<file path="src/rtl/alu_pkg.sv">
// rtl/alu_pkg.sv - shared ALU control codes, sequencer states and slice op selects
package alu_pkg;

  localparam logic [3:0] CTRL_AND = 4'b0000;
  localparam logic [3:0] CTRL_OR  = 4'b0001;
  localparam logic [3:0] CTRL_ADD = 4'b0010;
  localparam logic [3:0] CTRL_SUB = 4'b0110;
  localparam logic [3:0] CTRL_SLT = 4'b0111;
  localparam logic [3:0] CTRL_NOR = 4'b1100;

  typedef enum logic [1:0] {
    S_IDLE   = 2'b00,
    S_RUN    = 2'b01,
    S_FINISH = 2'b10
  } state_t;

  localparam logic [1:0] OP_AND  = 2'b00;
  localparam logic [1:0] OP_OR   = 2'b01;
  localparam logic [1:0] OP_SUM  = 2'b10;
  localparam logic [1:0] OP_LESS = 2'b11;

endpackage

</file>
<file path="src/rtl/serial_alu_bit.sv">
// rtl/serial_alu_bit.sv - combinational 1-bit ALU slice with operand inversion and carry
module serial_alu_bit
  import alu_pkg::*;
(
  input  logic       a,
  input  logic       b,
  input  logic       less,
  input  logic       a_inv,
  input  logic       b_inv,
  input  logic       cin,
  input  logic [1:0] op,
  output logic       res,
  output logic       cout
);

  logic a_eff;
  logic b_eff;

  assign a_eff = a ^ a_inv;
  assign b_eff = b ^ b_inv;
  assign cout  = (a_eff & b_eff) | (cin & (a_eff ^ b_eff));

  always_comb begin
    res = less;
    case (op)
      OP_AND:  res = a_eff & b_eff;
      OP_OR:   res = a_eff | b_eff;
      OP_SUM:  res = a_eff ^ b_eff ^ cin;
      default: res = less;
    endcase
  end

endmodule

</file>
<file path="src/rtl/serial_alu_ctrl.sv">
// rtl/serial_alu_ctrl.sv - bit-serial ALU sequencer, LSB-first over one slice
// Define SERIAL_ALU_ABORT_EN to add the abort input.
module serial_alu_ctrl
  import alu_pkg::*;
#(
  parameter int WIDTH = 32,
  localparam int CNT_W = $clog2(WIDTH)
) (
  input  logic             clk,
  input  logic             rst_n,
  input  logic             start,
  input  logic [3:0]       alu_ctrl,
  input  logic [WIDTH-1:0] src1,
  input  logic [WIDTH-1:0] src2,
`ifdef SERIAL_ALU_ABORT_EN
  input  logic             abort,
`endif
  output logic             ready,
  output logic             done,
  output logic [WIDTH-1:0] result,
  output logic             zero,
  output logic             cout,
  output logic             overflow
);

  state_t             state_q, state_d;
  logic [WIDTH-1:0]   a_q, a_d, b_q, b_d, sh_q, sh_d, result_q, result_d;
  logic [3:0]         ctrl_q, ctrl_d;
  logic [CNT_W-1:0]   cnt_q, cnt_d;
  logic               carry_q, carry_d, cout_raw_q, cout_raw_d, ovf_raw_q, ovf_raw_d;
  logic               set_q, set_d, zero_q, zero_d, cout_q, cout_d, ovf_q, ovf_d;
  logic               done_q, done_d;
  logic               slice_res, slice_cout, sum_msb;
  logic [WIDTH-1:0]   fin_res;
  logic               fin_cout, fin_ovf;

  serial_alu_bit u_bit (
    .a     (a_q[cnt_q]),
    .b     (b_q[cnt_q]),
    .less  (1'b0),
    .a_inv (ctrl_q[3]),
    .b_inv (ctrl_q[2]),
    .cin   (carry_q),
    .op    (ctrl_q[1:0]),
    .res   (slice_res),
    .cout  (slice_cout)
  );

  // SLT drives the slice with OP_LESS, so the MSB sum is rebuilt here for the set bit
  assign sum_msb = a_q[WIDTH-1] ^ ctrl_q[3] ^ b_q[WIDTH-1] ^ ctrl_q[2] ^ carry_q;

  always_comb begin
    state_d    = state_q;
    a_d        = a_q;
    b_d        = b_q;
    ctrl_d     = ctrl_q;
    cnt_d      = cnt_q;
    carry_d    = carry_q;
    sh_d       = sh_q;
    cout_raw_d = cout_raw_q;
    ovf_raw_d  = ovf_raw_q;
    set_d      = set_q;
    result_d   = result_q;
    zero_d     = zero_q;
    cout_d     = cout_q;
    ovf_d      = ovf_q;
    done_d     = 1'b0;
    fin_res    = '0;
    fin_cout   = 1'b0;
    fin_ovf    = 1'b0;

    case (ctrl_q)
      CTRL_AND, CTRL_OR, CTRL_NOR: fin_res = sh_q;
      CTRL_ADD, CTRL_SUB: begin
        fin_res  = sh_q;
        fin_cout = cout_raw_q;
        fin_ovf  = ovf_raw_q;
      end
      CTRL_SLT: begin
        fin_res  = {{(WIDTH-1){1'b0}}, set_q};
        fin_cout = cout_raw_q;
      end
      default: ;
    endcase

    case (state_q)
      S_IDLE: begin
        if (start) begin
          a_d     = src1;
          b_d     = src2;
          ctrl_d  = alu_ctrl;
          cnt_d   = '0;
          carry_d = (alu_ctrl == CTRL_SUB) || (alu_ctrl == CTRL_SLT);
          state_d = S_RUN;
        end
      end
      S_RUN: begin
        sh_d    = {slice_res, sh_q[WIDTH-1:1]};
        carry_d = slice_cout;
        if (cnt_q == CNT_W'(WIDTH-1)) begin
          cout_raw_d = slice_cout;
          ovf_raw_d  = carry_q ^ slice_cout;
          set_d      = sum_msb ^ (carry_q ^ slice_cout);
          state_d    = S_FINISH;
        end else begin
          cnt_d = cnt_q + CNT_W'(1);
        end
      end
      S_FINISH: begin
        result_d = fin_res;
        zero_d   = (fin_res == '0);
        cout_d   = fin_cout;
        ovf_d    = fin_ovf;
        done_d   = 1'b1;
        state_d  = S_IDLE;
      end
      default: state_d = S_IDLE;
    endcase

`ifdef SERIAL_ALU_ABORT_EN
    if (abort && (state_q != S_IDLE)) begin
      state_d  = S_IDLE;
      done_d   = 1'b0;
      result_d = result_q;
      zero_d   = zero_q;
      cout_d   = cout_q;
      ovf_d    = ovf_q;
    end
`endif
  end

  always_ff @(posedge clk or negedge rst_n) begin
    if (!rst_n) begin
      state_q    <= S_IDLE;
      a_q        <= '0;
      b_q        <= '0;
      ctrl_q     <= '0;
      cnt_q      <= '0;
      carry_q    <= 1'b0;
      sh_q       <= '0;
      cout_raw_q <= 1'b0;
      ovf_raw_q  <= 1'b0;
      set_q      <= 1'b0;
      result_q   <= '0;
      zero_q     <= 1'b0;
      cout_q     <= 1'b0;
      ovf_q      <= 1'b0;
      done_q     <= 1'b0;
    end else begin
      state_q    <= state_d;
      a_q        <= a_d;
      b_q        <= b_d;
      ctrl_q     <= ctrl_d;
      cnt_q      <= cnt_d;
      carry_q    <= carry_d;
      sh_q       <= sh_d;
      cout_raw_q <= cout_raw_d;
      ovf_raw_q  <= ovf_raw_d;
      set_q      <= set_d;
      result_q   <= result_d;
      zero_q     <= zero_d;
      cout_q     <= cout_d;
      ovf_q      <= ovf_d;
      done_q     <= done_d;
    end
  end

  assign ready    = (state_q == S_IDLE);
  assign done     = done_q;
  assign result   = result_q;
  assign zero     = zero_q;
  assign cout     = cout_q;
  assign overflow = ovf_q;

endmodule
</file>
<file path="config.mk">
export PLATFORM = sky130hd
export DESIGN_NAME = serial_alu_ctrl
export DESIGN_NICKNAME = d
export VERILOG_FILES = /design/src/rtl/alu_pkg.sv /design/src/rtl/serial_alu_bit.sv /design/src/rtl/serial_alu_ctrl.sv
export SDC_FILE = /design/constraint.sdc
export NUM_CORES = 1
export LEC_CHECK = 0
export CORE_ASPECT_RATIO = 0.75
export CORE_UTILIZATION = 53
export CTS_BUF_LIST = sky130_fd_sc_hd__clkbuf_8 sky130_fd_sc_hd__clkbuf_16
export CTS_CLUSTER_DIAMETER = 150
export DETAILED_ROUTE_END_ITERATION = 8
export MAX_ROUTING_LAYER = met4
export PLACE_DENSITY = 0.89
export SLEW_MARGIN = 20
export SYNTH_ARGS = -nofsm -noshare
export SYNTH_HDL_FRONTEND = slang
export SYNTH_HIERARCHICAL = 1
export SYNTH_SLANG_ARGS = --single-unit
</file>
<file path="constraint.sdc">
create_clock -name clk -period 3.3 [get_ports clk]
set_input_delay 0.66 -clock clk [delete_from_list [all_inputs] [get_ports clk]]
set_output_delay 0.66 -clock clk [all_outputs]
set_load 0.05 [all_outputs]
</file>
==> results by group <==
Final layout
  • Net count, final: around 770
  • Synth-to-layout area growth: 25.9%
  • Antenna cells: 0
  • Multi-input logic area: 2590 sq um
  • Final non-filler cell total: ~870
  • Most common cell after layout, fill and taps aside: nand2_1
  • Fill cells: ~800
  • Final instance area: just over 8000 sq um
  • Fraction of layout cells with a size suffix above 1: between 6 and 7%
  • Most frequent cells in the layout: nand2_1, dfrtp_1, clkdlybuf4s50_1
  • Reg area: between 3000 and 4000 sq um

Synth
  • Synth Area per Inst: 11.1 sq um
  • YS warnings: 6
  • Syn nets: ~670
  • Post-synthesis sequential area ratio: 56.3%
  • Compound-Gate Fraction of Synth Area: about 3.8%
  • Post-synthesis xor/xnor area fraction: roughly 1.2%
  • Post-Synth Adder-Cell Area: between 1 and 1.5%
  • Gate count after technology mapping: roughly 590
  • Yosys cell types: 40
  • Multiplexer share of the synthesized area: between 10% and 20%
  • Mapped Area: between 6000 and 7000 sq um
  • Post-synth EDFFs: 0
  • Simple-gate share of the synthesized area: between 10% and 20%
  • Async S/R FF share, synth: 100%
  • Yosys reg bits: around 150
  • Synth Flop Type: dfrtp_1
  • Largest family of logic cells by synthesized area: multiplexers

Placement
  • Routability cong.: between 0.8 and 0.9
  • DP Cell Count: about 840
  • Hpwl dp: between 10000 and 15000 um
  • Port Buffers: roughly 110
  • Placed Area: approximately 7700 sq um

Timing
  • Fin crit period: slightly above 3000 ps
  • Fmax: about 320 MHz
  • Slew Limit Fails: 0
  • Fin. Hold Viols: 0
  • Layout Skew: between 9 and 10 ps
  • RSZ-0062 raised after global routing: false
  • Slew @ Worst Pin: roughly 1100 ps
  • Tcrit/Tclk final: 94.4%
  • Post-route setup TNS: 0 ps
  • Headroom to the max-slew limit: between 20% and 30%
  • Hold_ws: 252 ps
  • Final setup viols: 0

Worst setup path
  • Worst EP arrival: approximately 3400 ps
  • CP Class: register to register
  • WP data required: roughly 3600 ps
  • Startpoint Class: register
  • Worst Setup SP: cnt_q[0]$_DFFE_PN0P_
  • CP max FO: 15
  • Worst r2r src: cnt_q[0]$_DFFE_PN0P_
  • Crit. End Element: register

Routing
  • Total iterations of the first detailed-routing run: 4
  • Via density: 5.60
  • Via count: around 4900
  • Final wirelength: about 15000 um
  • Initial drt markers: 477
  • DRC: 0
  • Drt wl/cell: roughly 18 um
  • Antenna Nets Post-Route: 0

Run status
  • Status: finished clean

Power and ir drop
  • Pwr Total: about 7300 uW
  • Leak: between 0.003 and 0.004 uW
  • Power Dens Cells: roughly 900 nW/um^2
  • Max VDD drop: between 0.5 and 0.6 mV
  • Switching power: approximately 2700 uW
  • Reg power frac: a little over two fifths
  • Clock group share of total power: roughly a quarter
  • Switching Share: 36.4%
  • Logic pwr share: approximately a third
  • P_int: about 4700 uW

GRT
  • Grt ovf: 0
  • Largest net degree at the start of global routing: between 70 and 80
  • Number of global-route vias before repair: ~5000
  • Total track usage: approximately 27%
  • Initial antenna violation count: 0
  • First-pass GRT wire length: around 26000 um

Clocking
  • Root Buffer: clkbuf_16
  • TritonCTS Buffers: 17
  • Clock transition at path regs: roughly 60 ps
  • Clock sinks: about 150
  • H-tree Lvls: 4
  • Cts hold-fix bufs: 0
  • CTS tree: done
  • Worst skew pair latency: 410 ps
  • Clock buffer depth: 2

Floorplanning
  • Core area: about 12000 sq um
  • I/O pins: roughly 110
  • Die Ht: approximately 98 um
  • Die width: 130 um
  • Die Area: approximately 13000 sq um
  • Initial Utilization: 55.4%
  • Rows: 34

Worst hold path
  • Hold Crit Class: input pin to async pin

Job
  • Max-cap viol count: 0
repair_timing:
action / in CTS / in global routing
resized for setup: 0 / 1
setup buffers: 0 / 0
setup endpoints to repair: 0 / 1
registers in the layout, summed over array words and instances (netlist names):
signal      flops
a_q            32
b_q            32
result         32
sh_q           32
cnt_q           5
ctrl_q          4
state_q         2
carry_q         1
cout            1
cout_raw_q      1
done            1
overflow        1
ovf_raw_q       1
set_q           1
zero            1
cells by family (layout without fill, tap and decap cells):
family                     count (synthesis)  in the layout
buffers and inverters                     42            159
other                                      1              1
and+or+nand+nor                          247            247
muxes                                    102            102
DFF                                      147            147
xor gates and xnor gates                   9              9
AOI/OAI and AO/OA                         36             36
adders and majority gates                  5              5
stage by stage:
| stage | util [%] | worst slack (ps) |
|---|---|---|
| 2_1_floorplan | - | 558 |
| 3_3_place_gp | 65.2 | 345 |
| 3_5_place_dp | 65.2 | 186 |
| 4_1_cts | 69.8 | 163 |
| 5_1_grt | 69.8 | 13.8 |
| 6_report | 69.8 | 184 |
power groups by stage:
stage	Combinational (uW)	Sequential, uW	Clock, uW
global route	2730	3170	1850
detailed placement	2420	3090	0
finish	2480	3100	1760
floorplan	1970	2840	0
CTS	2460	3080	1780
global placement	2240	3060	0
per-layer routing:
metal	global-route usage, %	vias to the layer above	wire [um]
li1	-	2206	-
met1	36.6	2426	6800
met2	41.2	197	7430
met3	5.70	32	969
met4	8.86	0	247
met5	-	-	0
worst paths after layout:
kind | to | slack [ps] | depth (start not counted)
setup / recovery | set_q$_DFFE_PN0P_ | 180 | 12
hold / removal | b_q[10]$_DFFE_PN0P_ | 250 | 1
setup reg to reg | set_q$_DFFE_PN0P_ | 180 | 12
hold reg to reg | result[13]$_DFFE_PN0P_ | 470 | 2
max in group asynchronous | a_q[17]$_DFFE_PN0P_ | 2290 | 2
min in group clk | result[13]$_DFFE_PN0P_ | 470 | 2
cells in the mapped netlist, drive strengths merged (4+ instances only):
library cell | instances | area (sq um)
a21oi | 5 | 25.0
a22oi | 15 | 113
buf | 22 | 204
clkbuf | 11 | 42.5
dfrtp | 147 | 3680
ha | 4 | 50.1
inv | 9 | 33.8
mux2 | 69 | 781
mux2i | 32 | 320
nand2 | 175 | 657
nand2b | 6 | 37.5
nand3 | 36 | 180
nor2 | 10 | 40.0
nor4 | 7 | 43.8
o21ai | 8 | 40.0
xnor2 | 4 | 35.0
xor2 | 5 | 43.8
worst max-delay path, stage by stage, from the launching register on:
cell and delay (ps):
dfrtp_4 570, buf_4 310, mux2i_1 310, a22oi_1 110, nand3_1 120, o311ai_1 140
xnor2_1 210, inv_1 110, fa_1 490, xor2_1 200, xnor2_1 200, xnor2_1 140
o21ai_1 70
area by class of cell:
class / instances / share of cell area, %
flip-flops and latches: 147 / 44.8
multi-input cells: 400 / 31.5
repair buffers: 118 / 14.3
clock buffers: 18 / 5.34
well taps: 162 / 2.46
clock inverters: 14 / 1.20
inverters: 9 / 0.411
(Power assumes the default switching activity.)
